### config.mk
export PLATFORM = sky130hd
export DESIGN_NAME = spi_flash_monitor
export DESIGN_NICKNAME = d
export VERILOG_FILES = /design/src/rtl/spi_flash_monitor.sv
export SDC_FILE = /design/constraint.sdc
export NUM_CORES = 1
export LEC_CHECK = 0
export CAP_MARGIN = 10
export CORE_ASPECT_RATIO = 0.7
export CORE_MARGIN = 1
export CORE_UTILIZATION = 52
export DETAILED_ROUTE_END_ITERATION = 10
export GPL_TIMING_DRIVEN = 0
export HOLD_SLACK_MARGIN = 0.05
export PLACE_DENSITY = 0.74
export SLEW_MARGIN = 5
export SYNTH_ARGS = -nofsm -noshare
export SYNTH_HDL_FRONTEND = slang
export SYNTH_SLANG_ARGS = --single-unit
export TNS_END_PERCENT = 20
### constraint.sdc
create_clock -name clk -period 8.2 [get_ports clk]
set_input_delay 1.64 -clock clk [delete_from_list [all_inputs] [get_ports clk]]
set_output_delay 1.64 -clock clk [all_outputs]
set_load 0.05 [all_outputs]
### src/rtl/spi_flash_monitor.sv
// rtl/spi_flash_monitor.sv - passive SPI flash bus snooper with command decode, op counters and status colour
//
// Purpose: listens to the ESP-to-flash passthrough bus without driving it, decodes
// each command, counts completed page programs and erases, tracks the flash WIP bit
// from status reads and produces a GRB colour for the WS2812B driver plus an
// activity flag for the restart logic.
//
// Ports:
//   clk          system clock
//   rst_n        asynchronous active-low reset
//   spi_sck      snooped SPI clock (mode 0)
//   spi_cs_n     snooped chip select, active low
//   spi_mosi     snooped ESP-to-flash data
//   spi_miso     snooped flash-to-ESP data
//   opcode       last decoded command byte
//   opcode_valid one-cycle pulse when opcode updates
//   pp_count     completed page programs, saturating
//   erase_count  completed erase commands, saturating
//   flash_busy   last observed WIP bit
//   activity     bus activity indicator
//   led_color    GRB status colour
module spi_flash_monitor #(
  parameter int CLOCK_MHZ   = 27,
  parameter int ACTIVITY_MS = 100,
  parameter int SYNC_STAGES = 2
) (
  input  logic        clk,
  input  logic        rst_n,
  input  logic        spi_sck,
  input  logic        spi_cs_n,
  input  logic        spi_mosi,
  input  logic        spi_miso,
  output logic [7:0]  opcode,
  output logic        opcode_valid,
  output logic [15:0] pp_count,
  output logic [15:0] erase_count,
  output logic        flash_busy,
  output logic        activity,
  output logic [23:0] led_color
);

  localparam int SYNC_N     = (SYNC_STAGES < 2) ? 2 : SYNC_STAGES;
  localparam int TIMER_LOAD = CLOCK_MHZ * 1000 * ACTIVITY_MS;
  localparam int TW         = $clog2(TIMER_LOAD + 1);
  localparam logic [TW-1:0] TIMER_LOAD_V = TW'(TIMER_LOAD);

  localparam logic [23:0] LED_RED    = 24'h00FF00;
  localparam logic [23:0] LED_PURPLE = 24'h007F7F;
  localparam logic [23:0] LED_BLUE   = 24'h0000FF;
  localparam logic [23:0] LED_GREEN  = 24'hFF0000;

  typedef enum logic [2:0] {
    ST_IDLE,
    ST_OPCODE,
    ST_ADDR,
    ST_DATA,
    ST_STATUS
  } state_t;

  // Input synchronisers; cs_n resets high so the bus looks deselected.
  logic [SYNC_N-1:0] sck_sync_q, cs_sync_q, mosi_sync_q, miso_sync_q;
  logic              sck_prev_q, cs_prev_q;
  logic              sck_s, cs_s, mosi_s, miso_s;
  logic              sck_rise, cs_fall, cs_rise;

  always_ff @(posedge clk or negedge rst_n) begin
    if (!rst_n) begin
      sck_sync_q  <= '0;
      cs_sync_q   <= '1;
      mosi_sync_q <= '0;
      miso_sync_q <= '0;
      sck_prev_q  <= 1'b0;
      cs_prev_q   <= 1'b1;
    end else begin
      sck_sync_q  <= {sck_sync_q[SYNC_N-2:0], spi_sck};
      cs_sync_q   <= {cs_sync_q[SYNC_N-2:0], spi_cs_n};
      mosi_sync_q <= {mosi_sync_q[SYNC_N-2:0], spi_mosi};
      miso_sync_q <= {miso_sync_q[SYNC_N-2:0], spi_miso};
      sck_prev_q  <= sck_s;
      cs_prev_q   <= cs_s;
    end
  end

  assign sck_s    = sck_sync_q[SYNC_N-1];
  assign cs_s     = cs_sync_q[SYNC_N-1];
  assign mosi_s   = mosi_sync_q[SYNC_N-1];
  assign miso_s   = miso_sync_q[SYNC_N-1];
  assign sck_rise = sck_s & ~sck_prev_q;
  assign cs_fall  = ~cs_s & cs_prev_q;
  assign cs_rise  = cs_s & ~cs_prev_q;

  // Decoder state
  state_t      state_q, state_d;
  logic [4:0]  bit_cnt_q, bit_cnt_d;
  logic [7:0]  shift_q, shift_d;
  logic [7:0]  cmd_q, cmd_d;        // opcode of the current transaction, 0 until complete
  logic        addr_done_q, addr_done_d;
  logic        data_seen_q, data_seen_d;
  logic [7:0]  byte_cnt_q, byte_cnt_d;
  logic        op_latch, status_latch;
  logic [7:0]  shift_mosi, shift_miso;

  // Output / status state
  logic [7:0]  opcode_q;
  logic        opcode_valid_q;
  logic [15:0] pp_count_q, erase_count_q;
  logic        flash_busy_q;
  logic        last_erase_q;
  logic        commit_pp, commit_erase;

  // Effect of this cycle's SCK sample. The commit logic below looks at these
  // next-state values so a sample landing with cs_n rising is counted first.
  always_comb begin
    state_d      = state_q;
    bit_cnt_d    = bit_cnt_q;
    shift_d      = shift_q;
    cmd_d        = cmd_q;
    addr_done_d  = addr_done_q;
    data_seen_d  = data_seen_q;
    byte_cnt_d   = byte_cnt_q;
    op_latch     = 1'b0;
    status_latch = 1'b0;
    shift_mosi   = {shift_q[6:0], mosi_s};
    shift_miso   = {shift_q[6:0], miso_s};
    if (sck_rise) begin
      case (state_q)
        ST_OPCODE: begin
          shift_d = shift_mosi;
          if (bit_cnt_q == 5'd7) begin
            bit_cnt_d = '0;
            cmd_d     = shift_mosi;
            op_latch  = 1'b1;
            case (shift_mosi)
              8'h02, 8'h20, 8'h52, 8'hD8, 8'h03, 8'h0B: state_d = ST_ADDR;
              8'h05:                                    state_d = ST_STATUS;
              default:                                  state_d = ST_DATA;
            endcase
          end else begin
            bit_cnt_d = bit_cnt_q + 5'd1;
          end
        end
        ST_ADDR: begin
          if (bit_cnt_q == 5'd23) begin
            bit_cnt_d   = '0;
            addr_done_d = 1'b1;
            state_d     = ST_DATA;
          end else begin
            bit_cnt_d = bit_cnt_q + 5'd1;
          end
        end
        ST_DATA: begin
          data_seen_d = 1'b1;
          if (bit_cnt_q == 5'd7) begin
            bit_cnt_d = '0;
            if (byte_cnt_q != 8'hFF) byte_cnt_d = byte_cnt_q + 8'd1;
          end else begin
            bit_cnt_d = bit_cnt_q + 5'd1;
          end
        end
        ST_STATUS: begin
          shift_d = shift_miso;
          if (bit_cnt_q == 5'd7) begin
            bit_cnt_d    = '0;
            status_latch = 1'b1;
          end else begin
            bit_cnt_d = bit_cnt_q + 5'd1;
          end
        end
        default: ;
      endcase
    end
  end

  always_comb begin
    commit_pp    = 1'b0;
    commit_erase = 1'b0;
    if (cs_rise) begin
      case (cmd_d)
        8'h02:               commit_pp    = addr_done_d && (byte_cnt_d != 8'd0);
        8'h20, 8'h52, 8'hD8: commit_erase = addr_done_d && !data_seen_d;
        8'h60, 8'hC7:        commit_erase = 1'b1;
        default: ;
      endcase
    end
  end

  always_ff @(posedge clk or negedge rst_n) begin
    if (!rst_n) begin
      state_q        <= ST_IDLE;
      bit_cnt_q      <= '0;
      shift_q        <= '0;
      cmd_q          <= '0;
      addr_done_q    <= 1'b0;
      data_seen_q    <= 1'b0;
      byte_cnt_q     <= '0;
      opcode_q       <= '0;
      opcode_valid_q <= 1'b0;
      pp_count_q     <= '0;
      erase_count_q  <= '0;
      flash_busy_q   <= 1'b0;
      last_erase_q   <= 1'b0;
    end else begin
      opcode_valid_q <= op_latch;
      if (op_latch) opcode_q <= shift_d;
      if (status_latch) flash_busy_q <= shift_d[0];
      if (cs_rise) begin
        state_q <= ST_IDLE;
        if (commit_pp) begin
          if (pp_count_q != 16'hFFFF) pp_count_q <= pp_count_q + 16'd1;
          last_erase_q <= 1'b0;
        end
        if (commit_erase) begin
          if (erase_count_q != 16'hFFFF) erase_count_q <= erase_count_q + 16'd1;
          last_erase_q <= 1'b1;
        end
      end else if (state_q == ST_IDLE) begin
        if (cs_fall) begin
          state_q     <= ST_OPCODE;
          bit_cnt_q   <= '0;
          shift_q     <= '0;
          cmd_q       <= '0;
          addr_done_q <= 1'b0;
          data_seen_q <= 1'b0;
          byte_cnt_q  <= '0;
        end
      end else begin
        state_q     <= state_d;
        bit_cnt_q   <= bit_cnt_d;
        shift_q     <= shift_d;
        cmd_q       <= cmd_d;
        addr_done_q <= addr_done_d;
        data_seen_q <= data_seen_d;
        byte_cnt_q  <= byte_cnt_d;
      end
    end
  end

  // Activity hold-off timer: reloads when cs_n rises, drains while deselected.
  logic [TW-1:0] timer_q, timer_d;
  logic          activity_q, activity_d;
  logic [23:0]   led_color_q, led_color_d;

  always_comb begin
    timer_d = timer_q;
    if (cs_rise) begin
      timer_d = TIMER_LOAD_V;
    end else if (cs_s && (timer_q != '0)) begin
      timer_d = timer_q - TW'(1);
    end
    activity_d = ~cs_s | (timer_d != '0);
  end

  always_comb begin
    if (flash_busy_q && last_erase_q) begin
      led_color_d = LED_RED;
    end else if (flash_busy_q) begin
      led_color_d = LED_PURPLE;
    end else if (activity_q) begin
      led_color_d = LED_BLUE;
    end else begin
      led_color_d = LED_GREEN;
    end
  end

  always_ff @(posedge clk or negedge rst_n) begin
    if (!rst_n) begin
      timer_q     <= '0;
      activity_q  <= 1'b0;
      led_color_q <= LED_GREEN;
    end else begin
      timer_q     <= timer_d;
      activity_q  <= activity_d;
      led_color_q <= led_color_d;
    end
  end

  assign opcode       = opcode_q;
  assign opcode_valid = opcode_valid_q;
  assign pp_count     = pp_count_q;
  assign erase_count  = erase_count_q;
  assign flash_busy   = flash_busy_q;
  assign activity     = activity_q;
  assign led_color    = led_color_q;

endmodule

# Word-level counts from Yosys, hierarchy flattened
# Cells that the tools add are included.
word_totals:
  input_bits: 6
  elab_cells: 136
  register_bits: 134
  output_inout_bits: 67
op_classes:
  n_addsub: 5
  eq_ne: 26
  n_mux: 51
  reduce_logical: 24
  bitwise: 8
op_table:
  columns: ["cell", "count"]
  rows:
  - ["2-to-1 mux 8 bit", 12]
  - ["2-to-1 mux 24 bit", 3]
  - ["2-to-1 mux 22 bit", 2]
  - ["nonzero test 22 bit", 2]
  - ["adder 16 x 1 -> 16 bit (second input constant)", 2]
  - ["!= test 16 bit (second input constant)", 2]
  - ["2-to-1 mux 5 bit", 5]
  - ["== test 8 x 2 -> 1 bit (second input constant)", 3]
  - ["== test 8 x 7 -> 1 bit (second input constant)", 3]
  - ["== test 8 bit (second input constant)", 3]
  - ["subtractor 22 x 1 -> 22 bit (second input constant)", 1]
  - ["2-to-1 mux 1 bit", 18]
  - ["2-to-1 mux 3 bit", 6]
  - ["== test 8 x 6 -> 1 bit (second input constant)", 2]
  - ["case mux 8 bit (2 select lines)", 1]
  - ["case mux 3 bit (2 select lines)", 2]
  - ["case mux 5 bit (2 select lines)", 1]
  - ["adder 8 x 1 -> 8 bit (second input constant)", 1]
  - ["== test 8 x 3 -> 1 bit (second input constant)", 1]
  - ["== test 8 x 4 -> 1 bit (second input constant)", 1]
  - ["!= test 4 bit (second input constant)", 2]
  - ["!= test 8 bit (second input constant)", 1]
  - ["nonzero test 8 bit", 1]
  - ["== test 3 x 2 -> 1 bit (second input constant)", 2]
  - ["24 further kinds", 37]

# Depth between registers and ports, before layout
logic_depth:
  ltp_word: 11
  mapped_depth: 11
  depth_no_buf: 9

# Worst setup path before layout
# OpenSTA, ideal clock, no wires.
synth_path:
  kind: "register -> register"
  start: "register timer_q[0]"
  end: "register activity_q, in the netlist activity"
  setup_time_ps: 139
  setup_slack_ps: 5402
  required_time_ps: 8061
  arrival_time_ps: 2659
  path_buffers: 1
  stages_incl_launch_ff: 11
  period_less_slack_ps: 2798
  cell_sequence: "dfrtp_1 inv_1 ha_1 or3b_2 or4_4 buf_6 o21ai_4 a211oi_1 or4_1 nor4_2 nand4_1"
synth_via:
  elab_chain_len: 6
synth_lines:
  columns: ["item", "line_no", "source"]
  rows:
  - ["start, declared", "239", "logic [TW-1:0] timer_q, timer_d;"]
  - ["start signal, assigned", "271", "timer_q <= timer_d;"]
  - ["parallel branches: the longest is 2 deep, another holds subtractor 22 x 1 -> 22 bit", null, null]
  - ["2-to-1 mux 22 bit *", "247", "end else if (cs_s && (timer_q != '0)) begin"]
  - ["2-to-1 mux 22 bit *", "245", "if (cs_rise) begin"]
  - ["nonzero test 22 bit *", "250", "activity_d = ~cs_s | (timer_d != '0);"]
  - ["OR 1 bit *", "250", null]
  - ["via activity_d", "240", "logic activity_q, activity_d;"]
  - ["end signal, assigned", "272", "activity_q <= activity_d;"]
  - ["end, declared", "240", null]
# Mark *: on every way through the listed nets, which the timed path passes.
# A chain may end at the register's enable or synchronous reset.

==> metrics <==
Worst Path Arrival=1.90 ns; Nets=740; Hold Crit Class=register to register; clock tree buffer depth=2; CP Capture Point=led_color[18]; Max VDD drop=0.183 mV; initial antenna violation count=0; Req. time, crit path=6.56 ns; R2R Setup Slk=4.73 ns; Top FF cell, synth=dfrtp_1; Worst setup SP type=register; Finished Layout Cells=893; vias per cell=5.87; crit path time final=3.54 ns; I/O Pins=73; Switching Share=0.274; Final setup violation count=0; Fillers=866; Ant. Diodes=0; Worst Clk Skew=0.00616 ns; Yosys warning total=0; outcome=finished clean; EDFF count, synth=0; htree depth=4; Hold Violations, Final=0; setup tns final=0 ns; drt first-iter violations=401; kind of critical path=register to output port; sequential-to-total area share from yosys stat=0.477; clock sink count=114; Post-CTS Repair Setup Buffers=0; Syn Area/Cell=9.44 um2; placed cells=861; R2R cell count=10; Period Utilization, post-route=0.432; CP Launch Point=led_color[22]$_DFF_PN1_; Comb pwr share=0.147; Clock power frac=0.480; root buffer cell=clkbuf_16; Rel. slew slack=0.174; switching pwr=466 uW; Placeable Area=11100 um2; CTS hold repair buffers=0; WHS Path Cells=0; DR WL/cell=16.3 um; Area Growth Syn to Fin=26.7%; total gr overflow=0; TritonCTS Buffers=17; most common cell after layout, fill and taps aside=dfrtp_1; CTS tree=yes; distinct cell type count after synthesis=71; Starting Density=0.538; GP Congestion=0.891; measured slew at the worst slew-check pin=1.23 ns; most frequent cells in the layout=dfrtp_1, nand2_1, clkdlybuf4s50_1; CP endpoint kind=output port; Mapped Cells=635; RR Startpoint=timer_q[0]$_DFF_PN0_; Synth top area share=0.459; largest net degree at the start of global routing=77; dpl hpwl=10200 um; Synth area leader=dfrtp_1; final wirelength=14500 um; first-pass GRT wire length=24100 um; DIE WIDTH=130 um; layout cells sized above 1=0.105; top cells by area, synth=dfrtp_1, nand2_1, xnor2_1; DRT antenna net count=0; async set-reset flop share out of synthesis=1.00; Max Cap Viol=0; Slew Viols, Final=0; CTS resizes=0; Clk pin slew, worst setup/hold paths=0.05 ns; unrepaired setup endpoints after global routing=false; crit path max fanout=8; clock latency on the worst-skew pair=0.40 ns; syn_nets=648; Pre-antenna DRT Iters=5; Port Buffer Count=72; DRC=0; pwr dens=224 nW/um2; Max Clk Rate=0.282 GHz; leakage=0.00316 uW; Post-Syn Area=5990 um2; Flop pwr share=0.372; vias=5240; Worst R2R End=activity$_DFF_PN0_; cell row count=32; vias in the first global route=4865; cell internal pwr=1240 uW; Synth Register Bits=114; Die Ht=91.8 um; DIE AREA=12000 um2; gr usage total=0.260
==> worst max-delay path, cell delays in order (launching register included) <==
cell	delay (ns)
dfstp_2	0.58
buf_4	0.12
clkdlybuf4s50_1	0.79
==> flip-flops by register name, indices dropped and copies added (netlist names), 2 cells and up <==
name         count
state_q          3
timer_q         22
pp_count        16
miso_sync_q      2
opcode           8
cmd_q            8
shift_q          7
erase_count     16
byte_cnt_q       8
sck_sync_q       2
bit_cnt_q        5
cs_sync_q        2
led_color        5
mosi_sync_q      2
==> area by class of cell <==
cell class | count | area (um2) | area share
Timing Repair Buffer | 73 | 749 | 0.0987
Tap cell | 153 | 191 | 0.0252
Buffer | 47 | 260 | 0.0343
Inverter | 13 | 48.8 | 0.00643
Sequential cell | 114 | 2860 | 0.376
Clock buffer | 20 | 457 | 0.0601
Multi-Input combinational cell | 461 | 2830 | 0.372
Clock inverter | 12 | 203 | 0.0267
==> power groups by stage <==
stage	Clock, uW	Combinational (uW)	Sequential (uW)
after CTS	828	246	633
after floorplan	0	171	636
after detailed placement	0	245	643
final	818	251	634
after global routing	851	276	640
after global placement	0	235	640
==> how the worst min path moves through the flow <==
stage / endpoint / from
after global routing: mosi_sync_q[1]$_DFF_PN0_ / mosi_sync_q[0]$_DFF_PN0_
after floorplan: miso_sync_q[1]$_DFF_PN0_ / miso_sync_q[0]$_DFF_PN0_
after detailed placement: mosi_sync_q[1]$_DFF_PN0_ / mosi_sync_q[0]$_DFF_PN0_
after CTS: cs_sync_q[1]$_DFF_PN1_ / cs_sync_q[0]$_DFF_PN1_
final: mosi_sync_q[1]$_DFF_PN0_ / mosi_sync_q[0]$_DFF_PN0_
after global placement: mosi_sync_q[1]$_DFF_PN0_ / mosi_sync_q[0]$_DFF_PN0_
==> logic make-up (layout without fill, tap and decap cells) <==
| family | Yosys count | count (layout) | share of synthesized area |
|---|---|---|---|
| AND/OR/NAND/NOR | 285 | 285 | 0.246 |
| adder cells (fa/ha/maj) | 7 | 7 | 0.0146 |
| multiplexers | 8 | 8 | 0.0144 |
| AO/OA/AOI/OAI | 115 | 115 | 0.129 |
| buffers and inverters | 60 | 165 | 0.0516 |
| flip-flops | 114 | 114 | 0.477 |
| XOR/XNOR | 46 | 46 | 0.0672 |
==> per-layer routing <==
| layer | GRT usage | share of wire |
|---|---|---|
| met1 | 0.381 | 0.47 |
| met5 | 0 | 0 |
| met2 | 0.378 | 0.44 |
| met4 | 0.0766 | 0.0095 |
| met3 | 0.0642 | 0.085 |
==> cells in the mapped netlist, drive strengths merged, types with 6 or more instances <==
cell    number
a22oi       12
xor2        11
nand3       24
o21ai       30
buf         25
xnor2       35
nand2b       8
dfrtp      110
inv         13
nand3b       6
nor3b        6
nand4       15
clkbuf      22
or4          6
nand2       87
and3        14
ha           7
nor2b        8
nor2        56
a21oi       25
nor3        16
a22o         8
nor4        11
==> metrics by stage <==
step | worst slack (ns) | cell area, um2 | total power (uW) | util | hold WS (ns)
2_1_floorplan | 5.40 | 5990 | 807 | - | 0.331
3_3_place_gp | 1.23 | 6910 | 874 | 0.620 | 0.332
3_5_place_dp | 4.86 | 6930 | 888 | 0.623 | 0.345
4_1_cts | 4.64 | 7590 | 1710 | 0.682 | 0.353
5_1_grt | 4.58 | 7590 | 1770 | 0.682 | 0.361
6_report | 4.66 | 7590 | 1700 | 0.682 | 0.350
No activity file was read; power rests on OpenSTA's default activity.
